[config.mk]
export PLATFORM = sky130hd
export DESIGN_NAME = meas_sequencer
export DESIGN_NICKNAME = d
export VERILOG_FILES = /design/src/rtl/meas_sequencer.sv
export SDC_FILE = /design/constraint.sdc
export NUM_CORES = 1
export LEC_CHECK = 0
export BUFFER_PORTS_ARGS = -buffer_cell sky130_fd_sc_hd__buf_4
export CORE_MARGIN = 2
export CORE_UTILIZATION = 35
export DETAILED_ROUTE_END_ITERATION = 8
export SETUP_SLACK_MARGIN = 0.2
export SLEW_MARGIN = 15
export SYNTH_ARGS = -nofsm -noshare
export SYNTH_HDL_FRONTEND = slang
export SYNTH_SLANG_ARGS = --single-unit
[constraint.sdc]
create_clock -name reference_clock -period 2.56 [get_ports reference_clock]
set_input_delay 0.384 -clock reference_clock [delete_from_list [all_inputs] [get_ports reference_clock]]
set_output_delay 0.384 -clock reference_clock [all_outputs]
set_load 0.005 [all_outputs]
[src/rtl/meas_sequencer.sv]
// meas_sequencer: command-driven gated frequency measurement controller with SPI result framing
//
// Clock/reset: reference_clock (rising edge), reset_n (asynchronous, active low).
// Command stream: cmd_valid/cmd_data in, cmd_ready out (1 whenever out of reset).
// Counter control: gate (active gate count), meas_clear (counter clear), capture_enable (count enable).
// Capture: capture_done_async (done flag from the clock-under-test domain), ref_count (reference counter).
// Result stream: res_valid/res_data out, res_ready in; 4-byte frame 0x5A, status, count lo, count hi.
// Status: busy (high outside IDLE).
// Optional feature: define MEAS_TIMEOUT_EN to add the MEASURE timeout (status 0x01, count 0xFFFF).
module meas_sequencer #(
    parameter int CLEAR_CYCLES   = 4,
    parameter int TIMEOUT_CYCLES = 65535
) (
    input  logic        reference_clock,
    input  logic        reset_n,
    input  logic        cmd_valid,
    input  logic [7:0]  cmd_data,
    output logic        cmd_ready,
    output logic [15:0] gate,
    output logic        meas_clear,
    output logic        capture_enable,
    input  logic        capture_done_async,
    input  logic [15:0] ref_count,
    output logic        res_valid,
    output logic [7:0]  res_data,
    input  logic        res_ready,
    output logic        busy
);
    typedef enum logic [1:0] {IDLE, CLEAR, MEASURE, SEND} state_t;
    typedef enum logic [1:0] {P_OP, P_LO, P_HI} pstate_t;

    localparam logic [7:0] CLR_LAST = 8'(CLEAR_CYCLES - 1);

    state_t      state;
    pstate_t     pstate;
    logic [7:0]  gate_lo;
    logic [2:0]  sync;
    logic [7:0]  clr_cnt;
    logic [15:0] start_snap;
    logic [15:0] count;
    logic [7:0]  status;
    logic [1:0]  idx;
    logic        cmd_acc;
    logic        start_cmd;
    logic        abort_cmd;
    logic        done_edge;
`ifdef MEAS_TIMEOUT_EN
    logic [15:0] tcnt;
`endif

    assign cmd_acc   = cmd_valid & cmd_ready;
    assign start_cmd = cmd_acc && pstate == P_OP && cmd_data == 8'hA1;
    assign abort_cmd = cmd_acc && pstate == P_OP && cmd_data == 8'hA2;
    assign done_edge = sync[1] & ~sync[2];

    // Parser runs independently of the FSM; data bytes never reach the opcode decode.
    always_ff @(posedge reference_clock or negedge reset_n) begin
        if (!reset_n) begin
            cmd_ready <= 1'b0;
            pstate    <= P_OP;
            gate_lo   <= 8'h00;
            gate      <= 16'h0000;
        end else begin
            cmd_ready <= 1'b1;
            if (cmd_acc) begin
                case (pstate)
                    P_OP: pstate <= cmd_data == 8'hA0 ? P_LO : P_OP;
                    P_LO: begin
                        gate_lo <= cmd_data;
                        pstate  <= P_HI;
                    end
                    default: begin
                        if (state == IDLE) gate <= {cmd_data, gate_lo};
                        pstate <= P_OP;
                    end
                endcase
            end
        end
    end

    // Two synchroniser flops plus one history flop for rising-edge detection.
    always_ff @(posedge reference_clock or negedge reset_n) begin
        if (!reset_n) sync <= 3'b000;
        else          sync <= {sync[1:0], capture_done_async};
    end

    always_ff @(posedge reference_clock or negedge reset_n) begin
        if (!reset_n) begin
            state          <= IDLE;
            busy           <= 1'b0;
            meas_clear     <= 1'b0;
            capture_enable <= 1'b0;
            res_valid      <= 1'b0;
            res_data       <= 8'h00;
            clr_cnt        <= 8'h00;
            start_snap     <= 16'h0000;
            count          <= 16'h0000;
            status         <= 8'h00;
            idx            <= 2'd0;
`ifdef MEAS_TIMEOUT_EN
            tcnt           <= 16'h0000;
`endif
        end else begin
            case (state)
                IDLE: begin
                    if (start_cmd && gate != 16'h0000) begin
                        state      <= CLEAR;
                        busy       <= 1'b1;
                        meas_clear <= 1'b1;
                        clr_cnt    <= CLR_LAST;
                    end
                end
                CLEAR: begin
                    if (abort_cmd) begin
                        state      <= IDLE;
                        busy       <= 1'b0;
                        meas_clear <= 1'b0;
                    end else if (clr_cnt == 8'h00) begin
                        state          <= MEASURE;
                        meas_clear     <= 1'b0;
                        capture_enable <= 1'b1;
                        start_snap     <= ref_count;
`ifdef MEAS_TIMEOUT_EN
                        tcnt           <= 16'd1;
`endif
                    end else begin
                        clr_cnt <= clr_cnt - 8'd1;
                    end
                end
                MEASURE: begin
                    // Priority: abort, then done edge, then timeout.
                    if (abort_cmd) begin
                        state          <= IDLE;
                        busy           <= 1'b0;
                        capture_enable <= 1'b0;
                    end else if (done_edge) begin
                        state          <= SEND;
                        capture_enable <= 1'b0;
                        res_valid      <= 1'b1;
                        res_data       <= 8'h5A;
                        status         <= 8'h00;
                        count          <= ref_count - start_snap;
                        idx            <= 2'd0;
                    end
`ifdef MEAS_TIMEOUT_EN
                    else if (tcnt == 16'(TIMEOUT_CYCLES)) begin
                        state          <= SEND;
                        capture_enable <= 1'b0;
                        res_valid      <= 1'b1;
                        res_data       <= 8'h5A;
                        status         <= 8'h01;
                        count          <= 16'hFFFF;
                        idx            <= 2'd0;
                    end else begin
                        tcnt <= tcnt + 16'd1;
                    end
`endif
                end
                default: begin
                    if (res_valid && res_ready) begin
                        idx      <= idx + 2'd1;
                        res_data <= idx == 2'd0 ? status :
                                    idx == 2'd1 ? count[7:0] :
                                    idx == 2'd2 ? count[15:8] : 8'h00;
                        if (idx == 2'd3) begin
                            state     <= IDLE;
                            res_valid <= 1'b0;
                            busy      <= 1'b0;
                        end
                    end
                end
            endcase
        end
    end
endmodule

==> impl_metrics.json <==
{
  "grt_use_met2": 0.223,
  "cts_buffers": 9,
  "cp.arrival_ns": 2.49,
  "hold_viol": 0,
  "synth_nets": 521,
  "path_cells": "ha_1 -> fa_2 -> nor2b_4 -> o31a_1 -> o2111ai_2 -> a211oi_2 -> mux2i_1 -> o311ai_0",
  "cts_root_buffer": "clkbuf_16",
  "drc_errors": 0,
  "wl_per_cell_um": 14.4,
  "met3_usage": 0.0254,
  "hold_path.class": "in2async",
  "die_w_um": 119,
  "tightest_slew_ns": 0.811,
  "status": "completed",
  "fin_crit_sh": 0.892,
  "clk_path_buf_depth": 2,
  "io_buffers": 57,
  "postRouteWirelength_um": 10100,
  "grt_max_degree": 87,
  "max_slew_margin": 0.459,
  "cts_tree": "done",
  "syn_area_per_cell_um2": 10.0,
  "cts_sinks": 86,
  "first_pass_iters": 4,
  "hpwlAfterDp_um": 7240,
  "p_per_area_nw_per_um2": 1010,
  "antenna_cells": 0,
  "seq_area_frac_synth": 0.462,
  "die-area_um2": 14300,
  "drt_iter0_drc": 222,
  "clk_latency_ns": 0.34,
  "antenna_found_initial": 0,
  "cp_max_fo": 3,
  "grt_busiest_layer": "met2",
  "critPathSlowestCell": "dfrtp_1",
  "synthFlopType": "dfrtp_1",
  "ir_drop_uv": 307,
  "track_usage": 0.147,
  "crit_required_ns": 2.76,
  "p_leak_uw": 0.00270,
  "cp-start-kind": "flop",
  "fmax_mhz": 438,
  "yosysTopAreaCellShare": 0.462,
  "ys_warn_count": 0,
  "synth_area_leaders": "dfrtp_1 46%, ha_1 6.7%, mux2_2 6.0%",
  "nets": 579,
  "pin_count": 58,
  "grt_overflow_total": 0,
  "grt_setup_unrepaired": "false",
  "fin_ws_ns": 0.276,
  "gr-usage-met1": 0.213,
  "clkTransAtPathRegs_ns": 0.07,
  "syn2layout_area_growth_pct": 20.4,
  "vias": 3498,
  "syn_area_um2": 4660,
  "drv_slew": 0,
  "drive_gt1_frac": 0.246,
  "maxCapViolations": 0,
  "ff_latch_area_um2": 2150,
  "syn_inst": 466,
  "via_per_inst": 4.96,
  "cts_hold_buf": 0,
  "h-tree-depth": 3,
  "grt_pass1_vias": 3468,
  "critPathMaxStageDelay_ns": 0.39,
  "reg2reg_slack_ns": 0.28,
  "synthArstFlopShare": 1.00,
  "path_class": "reg2reg",
  "utilization": 0.427,
  "yosysTopAreaCell": "dfrtp_1",
  "start_util": 0.355,
  "gp_congestion": 0.789,
  "post-route-min-period_ns": 2.28,
  "multi_input_area_um2": 2330,
  "synth_edf_count": 0,
  "ant_nets": 0,
  "synth_cell_types": 66,
  "rows": 42,
  "synthTopCellsByCount": "86 x dfrtp_1, 71 x nand2_1, 41 x o21ai_0",
  "place_ws_ns": 0.0471,
  "post-synth-top-count-cell": "dfrtp_1",
  "core_area_um2": 13100,
  "nFillCells": 1304,
  "skew_ns": 0.0101,
  "crit_path_end_kind": "flop",
  "synth-seq-cells": 86,
  "die_h_um": 119,
  "setup_tns_ns": 0,
  "grt_pass1_wl_um": 16900,
  "final-setup-viol-count": 0
}
[worst paths after layout]
path,startpoint,to,cells past startpoint
hold reg to reg,sync[0],sync[1],0
hold / removal,reset_n,start_snap[11],1
min in group reference_clock,capture_done_async,sync[0],1
setup reg to reg,start_snap[0],count[14],8
setup / recovery,start_snap[0],count[14],8
max in group asynchronous,reset_n,count[9],1
[flip-flops by register name (all words and copies together), names as in the netlist, 2 cells and up]
| register | flops |
|---|---|
| clr_cnt | 8 |
| count | 16 |
| gate | 16 |
| gate_lo | 8 |
| idx | 2 |
| pstate | 2 |
| res_data | 8 |
| start_snap | 16 |
| state | 2 |
| sync | 3 |
[per-stage QoR]
step                cells  hold WS [ns]  total power [uW]  area (um2)
floorplan             466        0.0884              3660        4660
global placement      688         0.342              4230        5280
detailed placement    688         0.335              4300        5280
CTS                   704         0.140              5700        5600
global route          705         0.141              6130        5610
finish                705        0.0457              5700        5610
[report_power, final]
part	switching [uW]	internal (uW)	leakage, uW	total [uW]
Combinational	1320	1020	0.00147	2340
Sequential	252	1750	0.00110	2000
Clock	590	767	0.000139	1360
[timing repair]
| item | in CTS | in global routing |
|---|---|---|
| gates resized for setup | 4 | 1 |
| buffers inserted | 0 | 1 |
| endpoints found under the setup margin | 1 | 2 |
| pin swaps | 1 | 2 |
[area by class of cell]
type                    count  area share
repair buffers             65      0.0920
clock buffers               9      0.0401
clock inverters             7      0.0140
multi-input cells         337       0.415
inverters                  25      0.0167
flip-flops and latches     86       0.383
well taps                 176      0.0392
[layer usage]
layer	up-vias	share of wire
met5	-	0
met4	0	0.013
met3	10	0.028
met2	55	0.43
met1	1674	0.53
li1	1759	-
[cells in the final DEF (no fill, tap or decap), types with 9 or more instances in the layout]
cell	instances
nand2_1	71
buf_4	62
o21ai_0	41
clkbuf_16	9
dfrtp_1	86
inv_1	25
xnor2_1	9
ha_1	25
a21oi_1	26
nor2_1	31
mux2_2	25
[worst max-delay path: cells and delay by family, from the launching register on]
kind | cells | cell delay [ns]
adders and majority gates | 2 | 0.60
AOI/OAI and AO/OA | 4 | 0.79
DFF | 1 | 0.39
muxes | 1 | 0.23
and+or+nand+nor | 1 | 0.15
[cell families after synthesis]
family	count (synthesis)	share of synthesized area
buf+inv	43	0.0437
mux	31	0.0735
flops	86	0.462
xor+xnor	14	0.0263
other cells	1	0.000804
fa+ha+maj	26	0.0714
compound gates	114	0.159
simple gates	151	0.163
Power figures use the tool's default switching activity.
